==> config.mk <==
export PLATFORM = sky130hd
export DESIGN_NAME = cpu_sequencer
export DESIGN_NICKNAME = d
export VERILOG_FILES = /design/src/rtl/cpu_sequencer_pkg.sv /design/src/rtl/cpu_sequencer.sv
export SDC_FILE = /design/constraint.sdc
export NUM_CORES = 1
export LEC_CHECK = 0
export ABC_AREA = 0
export CORE_MARGIN = 4
export CORE_UTILIZATION = 25
export CTS_CLUSTER_DIAMETER = 80
export DETAILED_ROUTE_END_ITERATION = 7
export PLACE_DENSITY = 0.64
export SYNTH_ARGS = -nofsm -noshare
export SYNTH_HDL_FRONTEND = slang
export SYNTH_SLANG_ARGS = --single-unit
==> constraint.sdc <==
create_clock -name clk -period 1.4 [get_ports clk]
set_input_delay 0.35 -clock clk [delete_from_list [all_inputs] [get_ports clk]]
set_output_delay 0.35 -clock clk [all_outputs]
set_load 0.05 [all_outputs]
==> src/rtl/cpu_sequencer_pkg.sv <==
`default_nettype none
// ============================================================================
// Module   : cpu_sequencer_pkg
// Purpose  : Shared CPU definitions: opcode encoding, sequencer state and
//            phase encoding, control-word layout and small decode helpers.
//            Used by the sequencer and the instruction decoder.
// Revision : 1.0  initial release
// ============================================================================
package cpu_sequencer_pkg;

  // Instruction-register opcode field
  typedef enum logic [2:0] {
    OP_HLT = 3'b000,
    OP_SKZ = 3'b001,
    OP_ADD = 3'b010,
    OP_AND = 3'b011,
    OP_XOR = 3'b100,
    OP_LDA = 3'b101,
    OP_STO = 3'b110,
    OP_JMP = 3'b111
  } opcode_e;

  // Sequencer states. The eight active states use their phase number as
  // their encoding; HALTED needs a ninth code and so a fourth state bit.
  typedef enum logic [3:0] {
    ST_ADDR     = 4'd0,
    ST_FETCH    = 4'd1,
    ST_LOAD_IR  = 4'd2,
    ST_IDLE     = 4'd3,
    ST_OP_ADDR  = 4'd4,
    ST_OP_FETCH = 4'd5,
    ST_ALU      = 4'd6,
    ST_STORE    = 4'd7,
    ST_HALTED   = 4'd8
  } state_e;

  localparam int unsigned PHASE_W      = 3;
  // HALTED shares phase code 7 with STORE; the halt output tells them apart.
  localparam logic [PHASE_W-1:0] PHASE_HALTED = 3'd7;

  // One bit per sequencer control output
  typedef struct packed {
    logic sel;
    logic rd;
    logic wr;
    logic ld_ir;
    logic ld_ac;
    logic ld_pc;
    logic inc_pc;
    logic data_e;
    logic halt;
  } ctrl_t;

  // Opcodes whose operand is read from memory and written into the ACC
  function automatic logic is_aluop(opcode_e op);
    return (op == OP_ADD) || (op == OP_AND) || (op == OP_XOR) || (op == OP_LDA);
  endfunction

  // Debug phase code for a state
  function automatic logic [PHASE_W-1:0] phase_of(state_e s);
    logic [PHASE_W-1:0] p;
    case (s)
      ST_HALTED: p = PHASE_HALTED;
      default:   p = s[PHASE_W-1:0];
    endcase
    return p;
  endfunction

endpackage : cpu_sequencer_pkg
`default_nettype wire

==> src/rtl/cpu_sequencer.sv <==
`default_nettype none
// ============================================================================
// Module   : cpu_sequencer
// Purpose  : Eight-phase instruction sequencer for the accumulator CPU.
//            A registered state plus a combinational control decode; memory
//            wait states stretch FETCH, OP_FETCH and STORE, and HLT parks the
//            machine in HALTED until reset.
// Revision : 1.0  initial release
// ============================================================================
module cpu_sequencer
  import cpu_sequencer_pkg::*;
(
  input  logic         clk,
  input  logic         rst,
  input  logic [2:0]   opcode,
  input  logic         zero,
  input  logic         mem_ready,
  output logic         sel,
  output logic         rd,
  output logic         wr,
  output logic         ld_ir,
  output logic         ld_ac,
  output logic         ld_pc,
  output logic         inc_pc,
  output logic         data_e,
  output logic         halt,
  output logic [2:0]   phase,
  output logic         instr_done
);

  state_e  state_q;
  state_e  state_d;
  opcode_e op;
  ctrl_t   ctrl;

  logic    op_alu;
  logic    op_sto;
  logic    fetch_stall;
  logic    opfetch_stall;
  logic    store_stall;

  // Opcode comes straight from the IR; it is stable from IDLE to STORE.
  assign op     = opcode_e'(opcode);
  assign op_alu = is_aluop(op);
  assign op_sto = (op == OP_STO);

  // Wait conditions: only memory-touching states hold for mem_ready
  assign fetch_stall   = !mem_ready;
  assign opfetch_stall = op_alu && !mem_ready;
  assign store_stall   = op_sto && !mem_ready;

  // State register; reset wins over every other input on the same edge
  always_ff @(posedge clk) begin
    if (rst) begin
      state_q <= ST_ADDR;
    end else begin
      state_q <= state_d;
    end
  end

  // Next-state: advance one phase per clock unless stalled or halting
  always_comb begin
    state_d = state_q;
    case (state_q)
      ST_ADDR:     state_d = ST_FETCH;
      ST_FETCH:    state_d = fetch_stall ? ST_FETCH : ST_LOAD_IR;
      ST_LOAD_IR:  state_d = ST_IDLE;
      ST_IDLE:     state_d = ST_OP_ADDR;
      ST_OP_ADDR:  state_d = (op == OP_HLT) ? ST_HALTED : ST_OP_FETCH;
      ST_OP_FETCH: state_d = opfetch_stall ? ST_OP_FETCH : ST_ALU;
      ST_ALU:      state_d = ST_STORE;
      ST_STORE:    state_d = store_stall ? ST_STORE : ST_ADDR;
      ST_HALTED:   state_d = ST_HALTED;
      // Unused encodings recover to the start of an instruction
      default:     state_d = ST_ADDR;
    endcase
  end

  // Control decode from current state, opcode and (in ALU only) zero
  always_comb begin
    ctrl = '0;
    case (state_q)
      ST_ADDR: begin
        ctrl.sel = 1'b1;
      end
      ST_FETCH: begin
        ctrl.sel = 1'b1;
        ctrl.rd  = 1'b1;
      end
      ST_LOAD_IR: begin
        ctrl.sel   = 1'b1;
        ctrl.rd    = 1'b1;
        ctrl.ld_ir = 1'b1;
      end
      ST_IDLE: begin
        ctrl.sel = 1'b1;
        ctrl.rd  = 1'b1;
      end
      ST_OP_ADDR: begin
        ctrl.inc_pc = 1'b1;
      end
      ST_OP_FETCH: begin
        ctrl.rd = op_alu;
      end
      ST_ALU: begin
        ctrl.rd     = op_alu;
        // Skip the next instruction when SKZ sees a zero accumulator
        ctrl.inc_pc = (op == OP_SKZ) && zero;
        ctrl.ld_pc  = (op == OP_JMP);
        // Drive the ACC onto the bus one cycle ahead of the write strobe
        ctrl.data_e = op_sto;
      end
      ST_STORE: begin
        ctrl.rd     = op_alu;
        ctrl.ld_ac  = op_alu;
        ctrl.ld_pc  = (op == OP_JMP);
        ctrl.wr     = op_sto;
        ctrl.data_e = op_sto;
      end
      ST_HALTED: begin
        ctrl.halt = 1'b1;
      end
      default: begin
        ctrl = '0;
      end
    endcase
  end

  assign sel    = ctrl.sel;
  assign rd     = ctrl.rd;
  assign wr     = ctrl.wr;
  assign ld_ir  = ctrl.ld_ir;
  assign ld_ac  = ctrl.ld_ac;
  assign ld_pc  = ctrl.ld_pc;
  assign inc_pc = ctrl.inc_pc;
  assign data_e = ctrl.data_e;
  assign halt   = ctrl.halt;
  assign phase  = phase_of(state_q);

  // Retire on the last STORE cycle; a reset on that edge cancels the retire
  assign instr_done = (state_q == ST_STORE) && !store_stall && !rst;

endmodule : cpu_sequencer
`default_nettype wire

-- Yosys cells after proc, flatten, opt, wreduce, memory -nomap -nowiden
Cells that the tools add are included.
- mux-type cells: 15
- equal/unequal tests: 15
- reduce and logical (&&, ||, !) cells: 17
- operators with widths (kind ; number):
    4-bit case mux with 9 select lines ; 1
    4-bit by 3-bit == test with 1-bit output (second input constant) ; 4
    3-bit == test (second input constant) ; 4
    4-bit by 2-bit == test with 1-bit output (second input constant) ; 2
    1-bit 2-to-1 mux ; 7
    3-bit by 2-bit == test with 1-bit output (second input constant) ; 2
    3-bit 2-to-1 mux ; 2
    3-bit OR reduction ; 2
    1-bit logical AND ; 5
    4-bit by 1-bit == test with 1-bit output (second input constant) ; 1
    4-bit == test (second input constant) ; 1
    4-bit zero test ; 1
    2-bit 2-to-1 mux ; 2
    4-bit 2-to-1 mux ; 1
    1-bit case mux with 2 select lines ; 2
    4-bit OR reduction ; 1
    3-bit by 1-bit == test with 1-bit output (second input constant) ; 1
    1-bit zero test ; 3
    3-bit zero test ; 1
    1-bit logical OR ; 3
    2-bit OR reduction ; 1
- output and inout bits: 13
- input bits: 7
- bits in registers: 4
- word-level logic and storage cells: 48

-- Logic depth before layout (Yosys ltp)
Gate-level depths: netlist of run 1.
- depth in word-level cells: 7
- gate-level depth with buffers: 4
- depth with buffers taken out: 3

-- Worst setup path before layout of run 1
Ideal clock, no wire load.
- path type: register to output
- from: reg state_q[0]
- to: out ld_ir
- slack: -1023 ps
- buffers on the path: 1
- cell stages (with the launch flop): 3
- data required time: 1050 ps
- data arrival time: 2073 ps
- cells stage by stage: dfxtp_1 clkbuf_1 nor4_1
- word-level cells in the longest chain between the ends: 2
- RTL lines (what ; RTL line ; RTL):
    from (decl) ; cpu_sequencer.sv:31 ; state_e state_q;
    from (signal assigned) ; cpu_sequencer.sv:57 ; state_q <= state_d;
    4-bit by 2-bit == test with 1-bit output ; cpu_sequencer.sv:82 ; case (state_q)
    1-bit 2-to-1 mux ; cpu_sequencer.sv:82 ;
    to (decl) ; cpu_sequencer.sv:21 ; output logic ld_ir,
Every way passes these cells.

-- Final worst setup path of run 1
- from: reg state_q[2]
- to: out ld_pc
- word-level cells in the longest chain between the ends: 3
- elaborated cells between the ends (all ways): 4
- those cells by class: eq/ne (2); mux (1); reduce/logical (1)
- RTL lines (what ; RTL line ; RTL):
    4-bit by 3-bit == test with 1-bit output ; cpu_sequencer.sv:82 ;
    2-bit OR reduction (no line) (*) ; - ;
    1-bit 2-to-1 mux (*) ; - ;
    to (decl) ; cpu_sequencer.sv:23 ; output logic ld_pc,
Every way passes the cells marked *; elsewhere a longest branch is shown, timed or not.

==> metrics, run 1 <==
outcome=complete, but fails checks; violations in the final reports=negative setup slack; TritonCTS clock tree=yes; post-detailed-route DRC marker count=0; CTS H-tree depth=1; registers with the most flip-flops=state_q: 4 flops; setup repair after global routing missed its margin=true; Peak Freq=0.6311 GHz; via/cell ratio=5.274; clock-pin slew of the registers on the worst-case setup and hold paths=0.04 ns; number of buffers added on ports=19; Worst Slack Setup Final=-0.1846 ns; portion of total power attributed to the clock network=0.238; final WL=1717 um; largest buffer count on any clock path=2; Pre-Repair DR Iteration Count=4; flip-flop count of the largest register after layout=4; max-capacitance violation count=0; cell count of the worst hold path=4; commonest cells after routing, fill and taps aside=14 x buf_4, 13 x buf_12, 11 x buf_6; initial drt markers=18; reported net switching power=0.2117 mW; Reg2Reg Capture Point=state_q[3]; critical path data required time=1.05 ns; final critical path time including I/O delays and setup=1.585 ns; number of placed instances with taps included=111; number of top-level pins=20; slew at the pin closest to its max-slew limit=0.2803 ns; data arrival at the endpoint of the critical path=1.23 ns; Async S/R FF share, synth=0; largest net degree at the start of global routing=13; Clk Latency, worst-skew pair=0.23 ns; wire length of the first global-routing pass=3063 um; origin of the worst setup path=state_q[2]; floorplan die height=49.74 um; maximum vdd ir drop=264.9 uV; Final nets=110; total core area=0.001577 mm2; Post-Synthesis Cells=62; Routed WL per cell=14.68 um; fraction of met3 tracks used by global routing=0.03313; Final Cycle Share=1.132; length in cells of the worst reg-to-reg path=4; sinks on the clock net=4; average footprint of a synthesized cell=7.023 um2; fraction of layout instances using a drive strength above 1=0.6931; post-synth top area share=0.1839; worst hold path startpoint=opcode[0]; sequential share of the synthesized area=0.1839; Top FF cell, synth=dfxtp_1; Pwr per Cell Area=507.2 mW/mm2; worst slew margin relative to its limit=0.8124; syn nets=69; number of synthesized flops with an enable pin=0; number of placement rows=14; number of diodes added for antenna fixing=0; most common cell after layout, fill and taps aside=buf_4; dpl cell area=0.001037 mm2; count of yosys warnings during synthesis=0; dpl ws=-0.5528 ns; root buf cell=clkbuf_4; Critical Path Start Type=flop; Leakage Power=0.4748 nW; fraction of met2 tracks used by global routing=0.2709; number of different library cells in the post-synthesis netlist=33; internal power contribution=0.3785 mW; cell taking the most area after synthesis=dfxtp_1; share of the core filled with cells in the final layout=0.7381; CP Max Fanout=4; top cells by area, synth=dfxtp_1 18%, nor2_1 8.6%, or2_1 5.7%, o31a_1 4.0%, a211oi_1 3.4%; busiest grt layer=met2; sort of element at the end of the critical path=primary output; total power of the final layout=0.5902 mW; GRT Resource Usage Total=0.1600; global placer's final weighted congestion=0.7357; worst hold slack=0.5149 ns; R2R Path Start=state_q[2]; part of the total power dissipated in sequential elements=0.222; Final Max Slew Viols=0; Area Overhead vs Synth=167.2%; switching portion of total power=0.3587; routing usage on met1=0.1838; post-synthesis cell area=435.4 um2; kind of path behind the tightest hold check=input pin to flop; initial antenna violation count=0; total of endpoints with negative setup slack in the final report=15; Final ANT Viol Nets=0; die outline area=0.002474 mm2; die extent in x=49.74 um; count of final hold-check violations=0; part of the total power dissipated in combinational logic=0.539; total clock buffers created by CTS=3; final cell area excluding filler cells=0.001164 mm2; number of global-route vias before repair=661; initial core utilization=0.2762; endpoint with the worst hold slack=state_q[3]; synthesized flop and latch total=4; HPWL Detailed=1254 um; register with the most flip-flops=state_q; total via count in the routed design=617; setup slack on the worst flop-to-flop path=-0.01 ns; final global-route overflow total=0; final non-filler cell total=117; sum of negative setup slack=-1.809 ns; type of the worst setup path=flop to primary output; Clock Skew=0.001029 ns
[power by group through the flow]
stage | clock network (mW) | logic, mW | registers (mW)
final | 0.141 | 0.318 | 0.131
after global routing | 0.162 | 0.335 | 0.132
after CTS | 0.146 | 0.313 | 0.131
after detailed placement | 0 | 0.294 | 0.134
after global placement | 0 | 0.291 | 0.134
after floorplan | 0 | 0.172 | 0.131
[final cells by class]
cell class,instances,area [um2]
Clock buffer,3,22.52
Multi-Input combinational cell,50,494.2
Fill cell,101,412.9
Inverter,3,11.26
Timing Repair Buffer,41,520.5
Tap cell,16,20.02
Sequential cell,4,95.09
[timing repair]
item                       in CTS  in global routing
hold buffers                    0                  0
gates cloned                    0                  0
pin swaps                      11                  8
setup endpoints to repair      17                 15
setup buffers                   3                  1
resized for setup              34                  9
[kinds of logic after synthesis]
family / count (synthesis) / synth area share
AOI/OAI and AO/OA: 15 / 0.2529
xor gates and xnor gates: 1 / 0.02012
buffers and inverters: 8 / 0.08906
DFF: 4 / 0.1839
and+or+nand+nor: 34 / 0.4540
[worst max-delay path: stages (launching register included)]
cell and delay (ns):
dfxtp_4 0.36, nor2b_4 0.20, buf_6 0.12, nand2_4 0.06
nor2_4 0.11, buf_12 0.14
[routing by layer]
| layer | wire length (um) | part of all wire |
|---|---|---|
| met5 | 0 | 0 |
| met4 | 46 | 0.027 |
| met3 | 95 | 0.055 |
| met2 | 875 | 0.51 |
| met1 | 700 | 0.41 |
[cells in the mapped netlist, types with 3 or more instances]
cell and number:
or2_1 4, clkbuf_1 3, dfxtp_1 4, nor2_1 10, inv_1 3
[how the worst max path moves through the flow]
stage	to	depth (start not counted)
after floorplan	instr_done	4
after global placement	inc_pc	6
after detailed placement	inc_pc	6
after CTS	instr_done	4
after global routing	ld_pc	5
final	ld_pc	5
Note: power is estimated with default switching activity, not from simulation.
==> inputs of run 2 (changes only) <==
--- a/config.mk
+++ b/config.mk
@@ -6,10 +6,12 @@
 export NUM_CORES = 1
 export LEC_CHECK = 0
 export ABC_AREA = 0
+export CAP_MARGIN = 40
 export CORE_MARGIN = 4
 export CORE_UTILIZATION = 25
 export CTS_CLUSTER_DIAMETER = 80
 export DETAILED_ROUTE_END_ITERATION = 7
+export MAX_ROUTING_LAYER = met4
 export PLACE_DENSITY = 0.64
 export SYNTH_ARGS = -nofsm -noshare
 export SYNTH_HDL_FRONTEND = slang
==> metrics, run 2 (same netlist as run 1, synthesis figures left out) <==
type of the worst setup path=flop to primary output; outcome=complete, but fails checks; final WL=1717 um (unchanged); Critical Path Start Type=flop; most common cell after layout, fill and taps aside=buf_4; Peak Freq=0.6311 GHz (about the same); setup slack on the worst flop-to-flop path=-0.01 ns (about the same); critical path data required time=1.05 ns (about the same); number of top-level pins=20 (unchanged); number of diodes added for antenna fixing=0 (unchanged); final critical path time including I/O delays and setup=1.584 ns (-0.00008100 ns); CP Max Fanout=4 (unchanged); final global-route overflow total=0 (unchanged); Leakage Power=0.4748 nW (unchanged); CTS H-tree depth=1 (unchanged); Final Max Slew Viols=0 (unchanged); fraction of layout instances using a drive strength above 1=0.6931 (unchanged); setup repair after global routing missed its margin=true; final non-filler cell total=117 (unchanged); largest net degree at the start of global routing=13 (unchanged); Final nets=110 (unchanged); number of placement rows=14 (unchanged); largest buffer count on any clock path=2 (unchanged); root buf cell=clkbuf_4; dpl cell area=0.001037 mm2 (unchanged); Final Cycle Share=1.132 (about the same); Clk Latency, worst-skew pair=0.23 ns (about the same); initial antenna violation count=0 (unchanged); data arrival at the endpoint of the critical path=1.23 ns (about the same); Worst Slack Setup Final=-0.1845 ns (+0.00008100 ns); count of final hold-check violations=0 (unchanged); initial core utilization=0.2762 (unchanged); total via count in the routed design=617 (unchanged); violations in the final reports=negative setup slack; number of global-route vias before repair=661 (unchanged); number of placed instances with taps included=111 (unchanged); global placer's final weighted congestion=0.7446 (+1.2%); kind of path behind the tightest hold check=input pin to flop; die outline area=0.002474 mm2 (unchanged); wire length of the first global-routing pass=3063 um (unchanged); clock-pin slew of the registers on the worst-case setup and hold paths=0.04 ns (about the same); registers with the most flip-flops=state_q: 4 flops; final cell area excluding filler cells=0.001164 mm2 (unchanged); die extent in x=49.74 um (unchanged); Pre-Repair DR Iteration Count=4 (unchanged); commonest cells after routing, fill and taps aside=14 x buf_4, 13 x buf_12, 11 x buf_6; sinks on the clock net=4 (unchanged); maximum vdd ir drop=264.9 uV (unchanged); total core area=0.001577 mm2 (unchanged); GRT Resource Usage Total=0.1643 (+0.004313); worst slew margin relative to its limit=0.8124 (unchanged); HPWL Detailed=1254 um (unchanged); total clock buffers created by CTS=3 (unchanged); Pwr per Cell Area=507.2 mW/mm2 (about the same); total of endpoints with negative setup slack in the final report=15 (unchanged); slew at the pin closest to its max-slew limit=0.2803 ns (unchanged); Area Overhead vs Synth=167.2% (unchanged); register with the most flip-flops=state_q; sort of element at the end of the critical path=primary output; via/cell ratio=5.274 (unchanged); initial drt markers=18 (unchanged); Final ANT Viol Nets=0 (unchanged); number of buffers added on ports=19 (unchanged); floorplan die height=49.74 um (unchanged); Clock Skew=0.001029 ns (unchanged); dpl ws=-0.5528 ns (unchanged); TritonCTS clock tree=yes; max-capacitance violation count=0 (unchanged); Routed WL per cell=14.68 um (unchanged); flip-flop count of the largest register after layout=4 (unchanged); post-detailed-route DRC marker count=0 (unchanged)
==> run 2: cell counts in the layout (fill, tap and decap cells not counted) <==
Identical to the previous run, type by type.
==> run 2: worst paths after layout <==
kind	end	depth (start not counted)	startpoint
max	ld_pc	5	state_q[2]
min reg2reg	state_q[1]	2	state_q[3]
min	state_q[3]	4	opcode[0]
max reg2reg	state_q[3]	4	state_q[2]
==> run 2: cell type report <==
| type | count | area [um2] |
|---|---|---|
| Timing Repair Buffer | 41 | 520.5 |
| Multi-Input combinational cell | 50 | 494.2 |
| Fill cell | 101 | 412.9 |
| Sequential cell | 4 | 95.09 |
| Clock buffer | 3 | 22.52 |
| Tap cell | 16 | 20.02 |
| Inverter | 3 | 11.26 |
==> run 2: what timing repair did <==
| action | 4_1_cts | 5_1_grt |
|---|---|---|
| buffers inserted | 3 | 1 |
| pin swaps | 11 | 8 |
| hold buffers | 0 | 0 |
| gates resized for setup | 34 | 9 |
| endpoints found under the setup margin | 17 | 15 |
==> run 2: metrics by stage <==
step | total power [mW] | TNS, ns | hold WS (ns) | util
after floorplan | 0.3032 | -0.8293 | 0.4153 | -
after global placement | 0.4247 | -4.964 | 0.6288 | 0.6579
after detailed placement | 0.4281 | -5.184 | 0.6301 | 0.6579
after CTS | 0.5908 | -2.134 | 0.5514 | 0.7159
after global routing | 0.6293 | -2.660 | 0.5338 | 0.7381
final | 0.5902 | -1.809 | 0.5149 | 0.7381
==> run 2: critical path, stage by stage (launching register included) <==
cell,delay (ns)
dfxtp_4,0.36
nor2b_4,0.20
buf_6,0.12
nand2_4,0.06
nor2_4,0.11
buf_12,0.14
==> run 2: power by group <==
group          internal, mW  switching (mW)
logic                 0.165           0.153
registers             0.118          0.0136
clock network        0.0957          0.0451
total                 0.379           0.212
==> run 2: metal layers <==
| layer | share of wire | vias to the layer above | global-route usage |
|---|---|---|---|
| li1 | - | 308 | - |
| met1 | 0.41 | 282 | 0.1856 |
| met2 | 0.51 | 20 | 0.2709 |
| met3 | 0.052 | 7 | 0.03012 |
| met4 | 0.027 | 0 | 0.09217 |
| met5 | 0 | - | - |
